==> src/rtl/aes_cbc_sched.sv <==
// CBC/ECB block sequencer for aes_top: one block in flight, key strobe once per message, core-latency watchdog.
// Latency: s handshake to m_valid = core latency + 2; s_ready is low and no core start is issued while m_valid waits for m_ready.
module aes_cbc_sched #(
    parameter int BLK_W   = 128,
    parameter int KEY_W   = 128,
    parameter int TIMEOUT = 64
) (
    input  logic             clk,
    input  logic             reset,
    input  logic             msg_start,
    input  logic [KEY_W-1:0] msg_key,
    input  logic [BLK_W-1:0] msg_iv,
    input  logic             msg_cbc,
    input  logic             s_valid,
    output logic             s_ready,
    input  logic [BLK_W-1:0] s_data,
    input  logic             s_last,
    output logic             m_valid,
    input  logic             m_ready,
    output logic [BLK_W-1:0] m_data,
    output logic             m_last,
    output logic             core_en,
    output logic             core_key_strobe,
    output logic [KEY_W-1:0] core_key,
    output logic [BLK_W-1:0] core_plaintext,
    input  logic [BLK_W-1:0] core_ciphertext,
    input  logic             core_en_o,
    output logic             busy,
    output logic             err,
    output logic [31:0]      blk_cnt
);
    localparam int WD_W = $clog2(TIMEOUT + 1);

    typedef enum logic [2:0] {IDLE, ACCEPT, ISSUE, WAIT, OUT} state_t;

    state_t             state_q;
    logic [KEY_W-1:0]   key_q;
    logic [BLK_W-1:0]   chain_q;
    logic [BLK_W-1:0]   pt_q;
    logic [BLK_W-1:0]   ct_q;
    logic               cbc_q;
    logic               last_q;
    logic               key_pending_q;
    logic [WD_W-1:0]    wd_q;
    logic               err_q;
    logic [31:0]        cnt_q;
    logic               s_ready_q;
    logic               m_valid_q;
    logic               core_en_q;
    logic               strobe_q;
    logic               busy_q;

    always_ff @(posedge clk or negedge reset) begin
        if (!reset) begin
            state_q       <= IDLE;
            key_q         <= '0;
            chain_q       <= '0;
            pt_q          <= '0;
            ct_q          <= '0;
            cbc_q         <= 1'b0;
            last_q        <= 1'b0;
            key_pending_q <= 1'b0;
            wd_q          <= '0;
            err_q         <= 1'b0;
            cnt_q         <= '0;
            s_ready_q     <= 1'b0;
            m_valid_q     <= 1'b0;
            core_en_q     <= 1'b0;
            strobe_q      <= 1'b0;
            busy_q        <= 1'b0;
        end else begin
            core_en_q <= 1'b0;
            strobe_q  <= 1'b0;
            case (state_q)
                IDLE: begin
                    if (msg_start) begin
                        key_q         <= msg_key;
                        chain_q       <= msg_iv;
                        cbc_q         <= msg_cbc;
                        key_pending_q <= 1'b1;
                        cnt_q         <= '0;
                        err_q         <= 1'b0;
                        busy_q        <= 1'b1;
                        s_ready_q     <= 1'b1;
                        state_q       <= ACCEPT;
                    end
                end
                ACCEPT: begin
                    if (s_valid) begin
                        pt_q      <= cbc_q ? (s_data ^ chain_q) : s_data;
                        last_q    <= s_last;
                        s_ready_q <= 1'b0;
                        core_en_q <= 1'b1;
                        strobe_q  <= key_pending_q;
                        state_q   <= ISSUE;
                    end
                end
                ISSUE: begin
                    key_pending_q <= 1'b0;
                    wd_q          <= '0;
                    state_q       <= WAIT;
                end
                WAIT: begin
                    // wd_q counts WAIT cycles, so err rises exactly TIMEOUT cycles after core_en.
                    if (core_en_o) begin
                        ct_q      <= core_ciphertext;
                        chain_q   <= core_ciphertext;
                        cnt_q     <= cnt_q + 32'd1;
                        m_valid_q <= 1'b1;
                        state_q   <= OUT;
                    end else if (wd_q == WD_W'(TIMEOUT - 2)) begin
                        err_q   <= 1'b1;
                        busy_q  <= 1'b0;
                        state_q <= IDLE;
                    end else begin
                        wd_q <= wd_q + WD_W'(1);
                    end
                end
                OUT: begin
                    if (m_ready) begin
                        m_valid_q <= 1'b0;
                        if (last_q) begin
                            busy_q  <= 1'b0;
                            state_q <= IDLE;
                        end else begin
                            s_ready_q <= 1'b1;
                            state_q   <= ACCEPT;
                        end
                    end
                end
                default: state_q <= IDLE;
            endcase
        end
    end

    assign s_ready         = s_ready_q;
    assign m_valid         = m_valid_q;
    assign m_data          = ct_q;
    assign m_last          = last_q;
    assign core_en         = core_en_q;
    assign core_key_strobe = strobe_q;
    assign core_key        = key_q;
    assign core_plaintext  = pt_q;
    assign busy            = busy_q;
    assign err             = err_q;
    assign blk_cnt         = cnt_q;
endmodule

==> config.mk <==
export PLATFORM = sky130hd
export DESIGN_NAME = aes_cbc_sched
export DESIGN_NICKNAME = d
export VERILOG_FILES = /design/src/rtl/aes_cbc_sched.sv
export SDC_FILE = /design/constraint.sdc
export NUM_CORES = 1
export LEC_CHECK = 0
export CORE_AREA = 2 2 364 366
export DETAILED_ROUTE_END_ITERATION = 12
export DIE_AREA = 0 0 366 368
export DONT_BUFFER_PORTS = 1
export PLACE_DENSITY = 0.4
export REMOVE_ABC_BUFFERS = 1
export SYNTH_ARGS = -nofsm -noshare
export SYNTH_HDL_FRONTEND = slang
export SYNTH_SLANG_ARGS = --single-unit
==> constraint.sdc <==
create_clock -name clk -period 5.8 [get_ports clk]
set_clock_uncertainty 0.05 [all_clocks]
set_input_delay 0.58 -clock clk [delete_from_list [all_inputs] [get_ports clk]]
set_output_delay 0.58 -clock clk [all_outputs]
set_load 0.005 [all_outputs]
---- Word level (Yosys, flattened, before mapping) ----
Cells that the tools add are included.
word-level totals
  register bits ........................... 563
  bits in latches ......................... 0
  RAM bits ................................ 0
  memory bits (read-only) ................. 0
  bits of input ports ..................... 520
  output and inout port bits .............. 423
  memories ................................ 0
operators by class
  add/sub/neg operators ................... 2
  multipliers ............................. 0
  divide/modulo/power cells ............... 0
  $lt $le $gt $ge ......................... 0
  equal/unequal tests ..................... 15
  shift-type cells ........................ 0
  mux-type cells .......................... 39
  bitwise operators ....................... 1
  reductions and logical operators ........ 18
operators with widths
  kind                                                 count
  two-way mux 128 bit                                  3
  one-hot mux 128 bit (2 select lines)                 1
  XOR 128 bit                                          1
  two-way mux 32 bit                                   2
  one-hot mux 32 bit (2 select lines)                  1
  adder 32 x 1 -> 32 bit, second input constant        1
  two-way mux 1 bit                                    18
  inequality test 2 bit, second input constant         9
  two-way mux 3 bit                                    5
  one-hot mux 3 bit (5 select lines)                   1
  two-way mux 7 bit                                    2
  one-hot mux 7 bit (2 select lines)                   1
  AND reduction 3 bit                                  3
  AND reduction 2 bit                                  4
  AND reduction 4 bit                                  2
  nonzero test 2 bit                                   4
  adder 7 x 1 -> 7 bit, second input constant          1
  equality test 7 x 6 -> 1 bit, second input constant  1
  equality test 3 x 2 -> 1 bit, second input constant  2
  one-hot mux 1 bit (2 select lines)                   3
  one-hot mux 1 bit (3 select lines)                   2
  AND reduction 6 bit                                  1
  nonzero test 3 bit                                   2
  AND reduction 5 bit                                  1
  4 further kinds                                      4

---- Longest topological paths before layout ----
Gate-level depths: netlist of run 1.
  word-level depth ........................ 4
  mapped depth ............................ 8
  depth with buffers taken out ............ 6

---- Least setup slack after synthesis of run 1 ----
No wires, ideal clock.
  path kind ............................... input-to-reg
  from .................................... input msg_start
  to ...................................... register cnt_q[16] (netlist: blk_cnt[16])
  arrival time ............................ 2.056 ns
  data required time ...................... 5.672 ns
  path slack .............................. 3.616 ns
  stages .................................. 5
  path buffers ............................ 1
  cell sequence ........................... or4b_1 buf_2 a211o_1 or4_1 a21oi_1
on the way
  cells in the longest elaborated chain, start to end .. 2
RTL lines
  item                             line  source
  start: declaration               10    input logic msg_start,
  inequality test 2 bit (no line)  n/a
  AND reduction 3 bit (no line)    n/a
  end signal: assignment           108   cnt_q <= cnt_q + 32'd1;
  end: declaration                 46    logic [31:0] cnt_q;
No other way between the ends.
A chain may end at the register's enable or synchronous reset.

---- Worst setup path in the final report of run 1 ----
  from .................................... register state_q[1]
  to ...................................... register cnt_q[16] (netlist: blk_cnt[16])
on the way
  cells in the longest elaborated chain, start to end .. 3
  elaborated cells between the ends (all ways) .. 7
  classes of those cells .................. 3 x eq/ne; 1 x mux; 3 x reduce/logical
RTL lines
  item                                                                   line  source
  start: declaration                                                     36    state_t state_q;
  start signal: assignment                                               55    state_q <= IDLE;
  start signal: assignment                                               85    state_q <= ACCEPT;
  start signal: assignment                                               95    state_q <= ISSUE;
  equality test 3 x 2 -> 1 bit or zero test 3 bit (tied branches)        74    case (state_q)
  inequality test 2 bit (no line) or nonzero test 2 bit (tied branches)  n/a
  AND reduction 3 bit (no line)                                          n/a
Several ways; a longest one is shown, not always the timed one.

==> results of run 1 <==
## power by group
part           internal, W  switching (W)  leakage (nW)
Sequential         0.00568        0.00175          6.90
Clock              0.00269        0.00192          1.19
Combinational      0.00152        0.00265          6.18
Total              0.00990        0.00632          14.3
## cell usage in the layout (no fill, tap or decap), types with 4 or more instances in the layout
cell / netlist / routed
buf_12: 0 / 6
or3_1: 6 / 6
dlygate4sd3_1: 0 / 224
or4_1: 12 / 12
mux2i_1: 135 / 135
nor3_1: 5 / 5
clkbuf_16: 0 / 76
o31ai_1: 14 / 14
clkbuf_8: 0 / 14
nand3_1: 15 / 15
dfrtp_1: 563 / 562
a211o_1: 4 / 4
nand4_1: 10 / 10
nand2_1: 1057 / 1056
xor2_1: 134 / 134
and3_1: 5 / 4
nand2b_1: 9 / 9
nor2_1: 145 / 144
xnor2_1: 4 / 4
clkbuf_1: 112 / 15
inv_1: 9 / 9
buf_4: 0 / 12
clkinv_2: 0 / 13
o21ai_0: 138 / 138
a21oi_1: 147 / 147
inv_6: 0 / 4
diode_2: 0 / 10
## metrics by stage
stage,util [%],setup slack [ps],setup TNS (ps)
4_1_cts,23.4,2750,0
5_1_grt,23.4,2630,0
3_5_place_dp,19.8,2760,0
2_1_floorplan,-,-29520,-4813610
6_report,23.4,2800,0
3_3_place_gp,19.8,2750,0
## area by class of cell
cell class / instances / area, um2 / area share (%)
Multi-Input combinational cell: 1875 / 9360 / 30.6
Timing Repair Buffer: 242 / 2450 / 8.02
Sequential cell: 563 / 14100 / 46.1
Clock buffer: 105 / 2150 / 7.04
Tap cell: 1755 / 2200 / 7.18
Antenna cell: 10 / 25.0 / 0.0819
Clock inverter: 27 / 262 / 0.855
Inverter: 9 / 33.8 / 0.111
## flip-flops by register name, summed over array words and instances, names as in the netlist, 3 cells and up
register and flops:
chain_q 128, blk_cnt 32, m_data 128, wd_q 7
core_plaintext 128, state_q 3, core_key 128
## routing by layer
layer  vias up  track usage (%)
li1       8726                -
met1      8941             16.5
met2       758             26.5
met3       146             6.75
met4         4             6.01
met5         -                0
## worst paths after layout
| kind | start | depth (start not counted) | to |
|---|---|---|---|
| max | state_q[1] | 4 | blk_cnt[16] |
| min in group clk | msg_key[99] | 2 | core_key[99] |
| min | reset | 0 | chain_q[11] |
| max in group asynchronous | reset | 0 | core_key[0] |
| max reg2reg | state_q[1] | 4 | blk_cnt[16] |
| min reg2reg | key_pending_q | 2 | key_pending_q |
## critical path, cell delays in order, from the launching register on
cell,delay (ps)
dfrtp_1,550
or4b_4,970
a211o_1,640
or4_1,540
a21oi_1,140
## kinds of logic (layout without fill, tap and decap cells)
group,Yosys count,count (layout),synth area share (%)
simple gates,1279,1279,20.8
flops,563,563,58.6
compound gates,319,319,7.06
buf+inv,163,383,2.67
xor+xnor,138,138,5.02
mux,136,136,5.66
fa+ha+maj,3,3,0.156
other cells,0,10,0
## synth_stat cells, drive strengths merged, types with 2 or more instances
cell	instances	area share [%]
nand4b	2	0.073
o21ai	140	2.9
clkbuf	112	1.7
nand2b	9	0.23
and4	3	0.11
o31ai	14	0.44
and3	5	0.13
nand2	1057	16
o211ai	3	0.094
nor4	3	0.078
nor2	145	2.3
or3	6	0.16
a2111oi	2	0.099
xor2	134	4.9
or4	12	0.37
nor3	5	0.10
nand4	10	0.26
mux2i	135	5.6
xnor2	4	0.15
a21oi	147	3.1
ha	3	0.16
nand3	15	0.31
buf	42	0.78
a211oi	2	0.062
a211o	4	0.15
dfrtp	563	59
inv	9	0.14
==> flow_metrics.py, run 1 <==
metrics = {
    "outcome": {
        "status": "complete, but fails checks",
        "violations": "negative hold slack",
    },
    "cts": {
        "cts_buffers": 74,
        "post_cts_resized": 0,
        "root_buffer": "clkbuf_16",
        "holdBufCountCts": 224,
        "cts_tree": "yes",
        "postCtsSetupBuffers": 0,
        "cts_max_level": 3,
        "clkSlewWorstSetupHoldPaths_ps": 60,
        "clkSinkCount": 563,
        "clockBufferDepth": 3,
        "clk_latency_ps": 660,
    },
    "drt": {
        "m1WireLength_um": 39100,
        "drc": 0,
        "vias": 18600,
        "drt_wl_total_um": 106000,
        "met3_length_um": 10900,
        "wl_per_cell_um": 23.2,
        "vias_per_cell": 4.05,
        "dr.first_iter.drc_count": 1009,
        "highest_layer": "met5",
        "ant_nets": 0,
        "first_pass_iters": 5,
        "met2WireLength_um": 52700,
    },
    "sta": {
        "tightest_slew_ps": 1250,
        "slew_violations": 0,
        "hold_viol": 563,
        "fin_crit_sh_pct": 51.6,
        "rsz0062_at_grt": "false",
        "setup_viol": 0,
        "timing.fmax_mhz": 334,
        "hold_slack_ps": -414,
        "final.min_clock_period_ps": 3000,
        "slew_headroom_pct": 16.9,
    },
    "global_route": {
        "grt_pass1_vias": 19100,
        "grt_max_degree": 564,
        "grt_overflow": 0,
        "grt_pass1_wl_um": 149000,
        "antenna_found_initial": 23,
        "grtUsageTotal_pct": 15.4,
    },
    "setup_path": {
        "crit_path_end_kind": "flip-flop",
        "worst-setup-path-type": "reg -> reg",
        "critPathLaunchType": "flip-flop",
        "crit_fanout": 77,
        "cp_data_arrival_time_ps": 3520,
        "regToRegSetupSlack_ps": 2800,
        "cp.required_ps": 6320,
    },
    "synth": {
        "synthCells": 2601,
        "synthDistinctLibCells": 45,
        "synth-async-reset-ratio_pct": 100,
        "synth_edf_count": 0,
        "synth_flop_cell": "dfrtp_1",
        "ys_seq_elements": 563,
        "synthesis.area_um2": 24100,
        "synth_seq_area_share_pct": 58.6,
        "yosys_warnings": 0,
        "syn_area_per_cell_um2": 9.25,
    },
    "cells_and_area": {
        "drive_gt1_share_pct": 5.14,
        "final_nets": 3288,
        "syn_to_final_growth_pct": 27.1,
        "nFillCells": 14200,
        "final_cells": 4586,
        "design_area_um2": 30600,
    },
    "place": {
        "dpl.hpwl_um": 76800,
        "dp_cells": 4220,
        "place_area_um2": 25900,
        "gp_congestion": 0.855,
        "port_buffers": 0,
    },
    "floorplanning": {
        "fp.dieW_um": 366,
        "die_h_um": 368,
        "num_rows": 133,
        "ios": 943,
        "dieArea_um2": 135000,
        "start_util_pct": 18.4,
        "core_area_um2": 131000,
    },
    "job": {
        "max_cap_viol_count": 0,
    },
    "power_and_ir_drop": {
        "peakVddDrop_mv": 0.230,
        "p_leak_nw": 14.3,
        "power.density_nw_per_um2": 530,
        "power_w": 0.0162,
    },
    "hold_path": {
        "min_path_type": "in -> async",
    },
}
No activity file was read; power rests on OpenSTA's default activity.
==> run 2, diff against run 1 <==
PLACE_DENSITY = 0.41   (was 0.4)
clock period = 2.4 ns   (was 5.8 ns; I/O delays follow)
==> flow_metrics.py, run 2 (synthesized netlist as in run 1, its figures left out) <==
metrics = {
    "global_route": {
        "grt_pass1_wl_um": 154000,
        "grt_overflow": 0,
        "grt_max_degree": 564,
        "grtUsageTotal_pct": 15.7,
        "grt_pass1_vias": 21100,
        "antenna_found_initial": 29,
    },
    "drt": {
        "vias": 20100,
        "dr.first_iter.drc_count": 1059,
        "drt_wl_total_um": 108000,
        "wl_per_cell_um": 21.8,
        "first_pass_iters": 5,
        "vias_per_cell": 4.07,
        "drc": 0,
        "ant_nets": 0,
    },
    "sta": {
        "tightest_slew_ps": 1520,
        "fin_crit_sh_pct": 94.3,
        "slew_violations": 34,
        "tns_ps": 0,
        "hold_slack_ps": -761,
        "final.min_clock_period_ps": 2260,
        "rsz0062_at_grt": "false",
        "hold_viol": 563,
        "timing.fmax_mhz": 442,
        "setup_viol": 0,
        "slew_headroom_pct": -1.49,
    },
    "floorplanning": {
        "core_area_um2": 131000,
        "start_util_pct": 18.4,
        "die_h_um": 368,
        "fp.dieW_um": 366,
        "num_rows": 133,
        "dieArea_um2": 135000,
        "ios": 943,
    },
    "cells_and_area": {
        "nFillCells": 14000,
        "final_common_cell": "nand2_1",
        "final_cells": 4945,
        "syn_to_final_growth_pct": 43.2,
        "drive_gt1_share_pct": 6.85,
        "final_nets": 3644,
        "most-common-layout-cells": "nand2_1, dfrtp_1, dlygate4sd3_1",
        "design_area_um2": 34400,
    },
    "job": {
        "max_cap_viol_count": 0,
    },
    "setup_path": {
        "startpoint": "state_q[2]",
        "critPathLaunchType": "flip-flop",
        "cp_data_arrival_time_ps": 2800,
        "cp.required_ps": 2940,
        "crit_fanout": 17,
        "r2r_start": "state_q[2]",
        "crit_path_end_kind": "flip-flop",
        "worst-setup-path-type": "reg -> reg",
    },
    "cts": {
        "cts_max_level": 3,
        "clkSlewWorstSetupHoldPaths_ps": 60,
        "holdBufCountCts": 521,
        "cts_tree": "yes",
        "clkSinkCount": 563,
        "clk_latency_ps": 660,
        "clockBufferDepth": 3,
        "cts_buffers": 75,
        "root_buffer": "clkbuf_16",
    },
    "power_and_ir_drop": {
        "p_int_w": 0.0257,
        "clock_power_share_pct": 29.3,
        "peakVddDrop_mv": 0.547,
        "switching_share_pct": 37.9,
        "p_sw_w": 0.0157,
        "p_leak_nw": 16.0,
        "combPwrFrac_pct": 27.9,
        "seqPwrFrac_pct": 42.8,
        "power_w": 0.0415,
        "power.density_nw_per_um2": 1200,
    },
    "outcome": {
        "status": "complete, but fails checks",
        "violations": "negative hold slack, max-slew violations",
    },
    "place": {
        "port_buffers": 0,
        "dp_cells": 4278,
        "gp_congestion": 0.930,
        "place_area_um2": 26500,
        "dpl.hpwl_um": 79700,
    },
    "hold_path": {
        "min_path_type": "in -> async",
    },
}
run 2: cell type report:
| type | count | area (um2) | share of cell area, % |
|---|---|---|---|
| diodes | 7 | 17.5 | 0.0509 |
| clock buffers | 106 | 2260 | 6.55 |
| clock inverters | 33 | 440 | 1.28 |
| inverters | 9 | 33.8 | 0.0981 |
| multi-input cells | 1875 | 9360 | 27.2 |
| flip-flops and latches | 563 | 14100 | 40.9 |
| well taps | 1755 | 2200 | 6.38 |
| repair buffers | 597 | 6050 | 17.6 |
run 2: final timing paths:
kind                       slack [ps]                   to  cells after the start
min in group clk                   70              s_ready                      3
hold / removal                   -760  core_plaintext[113]                      0
setup / recovery                  140  core_plaintext[106]                      7
max in group asynchronous        1830          core_key[5]                      0
hold reg to reg                   420           chain_q[8]                      2
setup reg to reg                  140  core_plaintext[106]                      7
run 2: layer usage:
layer / GRT usage (%) / up-vias / routed length, um
met2: 27.3 / 844 / 53600
li1: - / 9432 / -
met1: 16.7 / 9654 / 39000
met4: 5.33 / 10 / 3340
met5: 0 / - / 63
met3: 7.18 / 166 / 11800
run 2: critical path, cell delays in order, from the launching register on:
cell and delay (ps):
dfrtp_1 400, buf_4 180, nor2b_1 320, and3_4 280, buf_12 180, nor2_1 70, a21oi_1 110, dlygate4sd3_1 570
run 2: metrics by stage:
step	util, %	setup WS [ps]	hold WS [ps]
5_1_grt	26.3	35.1	-818
2_1_floorplan	-	-32920	-106
3_3_place_gp	20.3	160	-92.0
6_report	26.3	138	-761
3_5_place_dp	20.3	193	-91.4
4_1_cts	26.3	163	-830
run 2: what timing repair did:
item / CTS / global route
setup buffers: 0 / 0
endpoints found under the hold margin: 1087 / 563
resized for setup: 0 / 0
run 2: power groups by stage:
stage / sequential, W / clock [W] / combinational, W
CTS: 0.0179 / 0.0126 / 0.0118
floorplan: 0.0164 / 0 / 0.00698
finish: 0.0178 / 0.0121 / 0.0116
global route: 0.0184 / 0.0130 / 0.0133
global placement: 0.0180 / 0 / 0.0106
detailed placement: 0.0179 / 0 / 0.0109
==> run 3, diff against run 2 <==
PLACE_DENSITY = 0.4   (was 0.41)
clock period = 2.3 ns   (was 2.4 ns; I/O delays follow)
==> flow_metrics.py, run 3 (synthesized netlist as in run 1, its figures left out) <==
metrics = {
    "outcome": {
        "status": "complete, but fails checks",
        "violations": "negative hold slack, max-slew violations",
    },
    "drt": {
        "wl_per_cell_um": 21.9,
        "dr.first_iter.drc_count": 1111,
        "vias_per_cell": 4.07,
        "drc": 0,
        "drt_wl_total_um": 109000,
        "first_pass_iters": 5,
        "ant_nets": 0,
        "vias": 20200,
    },
    "sta": {
        "timing.fmax_mhz": 455,
        "hold_slack_ps": -766,
        "slew_headroom_pct": -54.1,
        "slew_violations": 211,
        "tns_ps": 0,
        "rsz0062_at_grt": "false",
        "hold_viol": 563,
        "final.min_clock_period_ps": 2200,
        "setup_viol": 0,
        "fin_crit_sh_pct": 95.5,
        "tightest_slew_ps": 2310,
    },
    "floorplanning": {
        "fp.dieW_um": 366,
        "start_util_pct": 18.4,
        "ios": 943,
        "die_h_um": 368,
        "core_area_um2": 131000,
        "num_rows": 133,
        "dieArea_um2": 135000,
    },
    "cts": {
        "root_buffer": "clkbuf_16",
        "cts_max_level": 3,
        "clkSinkCount": 563,
        "holdBufCountCts": 522,
        "clkSlewWorstSetupHoldPaths_ps": 60,
        "clockBufferDepth": 3,
        "cts_buffers": 73,
        "cts_tree": "yes",
        "clk_latency_ps": 660,
    },
    "place": {
        "dpl.hpwl_um": 80100,
        "gp_congestion": 0.883,
        "port_buffers": 0,
    },
    "hold_path": {
        "min_path_type": "in -> async",
    },
    "setup_path": {
        "crit_chain": "or4b_4, buf_4, a211o_1, nor4_1, mux2i_1",
        "worst-setup-path-type": "reg -> reg",
        "cp_data_arrival_time_ps": 2720,
        "crit_path_end_kind": "flip-flop",
        "cp.required_ps": 2820,
        "slowest_stage": "or4b_4",
        "crit_fanout": 8,
        "slowest_delay_ps": 500,
        "critPathLaunchType": "flip-flop",
    },
    "global_route": {
        "grtUsageTotal_pct": 15.8,
        "grt_pass1_wl_um": 156000,
        "grt_max_degree": 564,
        "antenna_found_initial": 35,
        "grt_overflow": 0,
        "grt_pass1_vias": 21400,
    },
    "cells_and_area": {
        "final_nets": 3663,
        "drive_gt1_share_pct": 7.04,
        "final_common_cell": "nand2_1",
        "most-common-layout-cells": "nand2_1, dfrtp_1, dlygate4sd3_1",
        "nFillCells": 14000,
        "post-route-util_pct": 26.4,
        "syn_to_final_growth_pct": 43.7,
    },
    "job": {
        "max_cap_viol_count": 0,
    },
    "power_and_ir_drop": {
        "power_w": 0.0433,
        "power.density_nw_per_um2": 1250,
        "p_leak_nw": 16.1,
        "peakVddDrop_mv": 0.570,
    },
}
[run 3: changes by cell type in the layout (fill, tap and decap cells not counted), sizes merged]
cell | before | now
clkbuf | 106 | 105
buf | 76 | 95
dlygate4sd3 | 521 | 522
bufinv | 8 | 9
inv | 12 | 11
diode | 7 | 12
clkinv | 20 | 15
[run 3: layout make-up]
type	count	area [um2]	area share (%)
Sequential cell	563	14100	40.8
Multi-Input combinational cell	1875	9360	27.1
Timing Repair Buffer	618	6280	18.2
Tap cell	1755	2200	6.35
Clock buffer	104	2130	6.15
Clock inverter	28	444	1.29
Inverter	9	33.8	0.0978
Antenna cell	12	30.0	0.0869
[run 3: timing repair]
item	CTS	global route
buffers inserted	0	1
gates resized for setup	0	2
endpoints found under the setup margin	0	2
hold endpoints to repair	1087	563
[run 3: path summary, 6_finish.rpt]
path	from	to	slack [ps]	cells after the start
setup / recovery	state_q[2]	blk_cnt[31]	100	5
hold / removal	reset	m_data[70]	-770	0
setup reg to reg	state_q[2]	blk_cnt[31]	100	5
hold reg to reg	chain_q[107]	chain_q[107]	430	2
max in group asynchronous	reset	state_q[2]	960	0
min in group clk	core_en_o	m_data[107]	100	4
[run 3: critical path: cells and delay by family (launching register included)]
kind,cells,cell delay (ps)
mux,1,230
compound gates,1,380
flops,1,430
simple gates,2,850
buf+inv,1,180
[run 3: where the power goes]
group          total [W]  leakage (nW)  internal (W)  switching, W
Combinational     0.0124          7.91       0.00504       0.00735
Sequential        0.0186          6.90        0.0143       0.00423
Clock             0.0123          1.25       0.00749       0.00485
Total             0.0433          16.1        0.0269        0.0164
[run 3: metal layers]
metal,GRT usage (%),wire [um],vias to the layer above
li1,-,-,9479
met4,5.64,3510,0
met3,6.26,10300,173
met2,27.5,53700,851
met1,17.3,41300,9719
met5,0,0,-
[run 3: stage by stage]
stage,worst slack [ps],instance area (um2),cells
global placement,110,26700,4296
global route,9.22,34500,4959
detailed placement,108,26700,4296
finish,103,34600,4964
CTS,26.3,34500,4950
floorplan,-33020,23400,2447
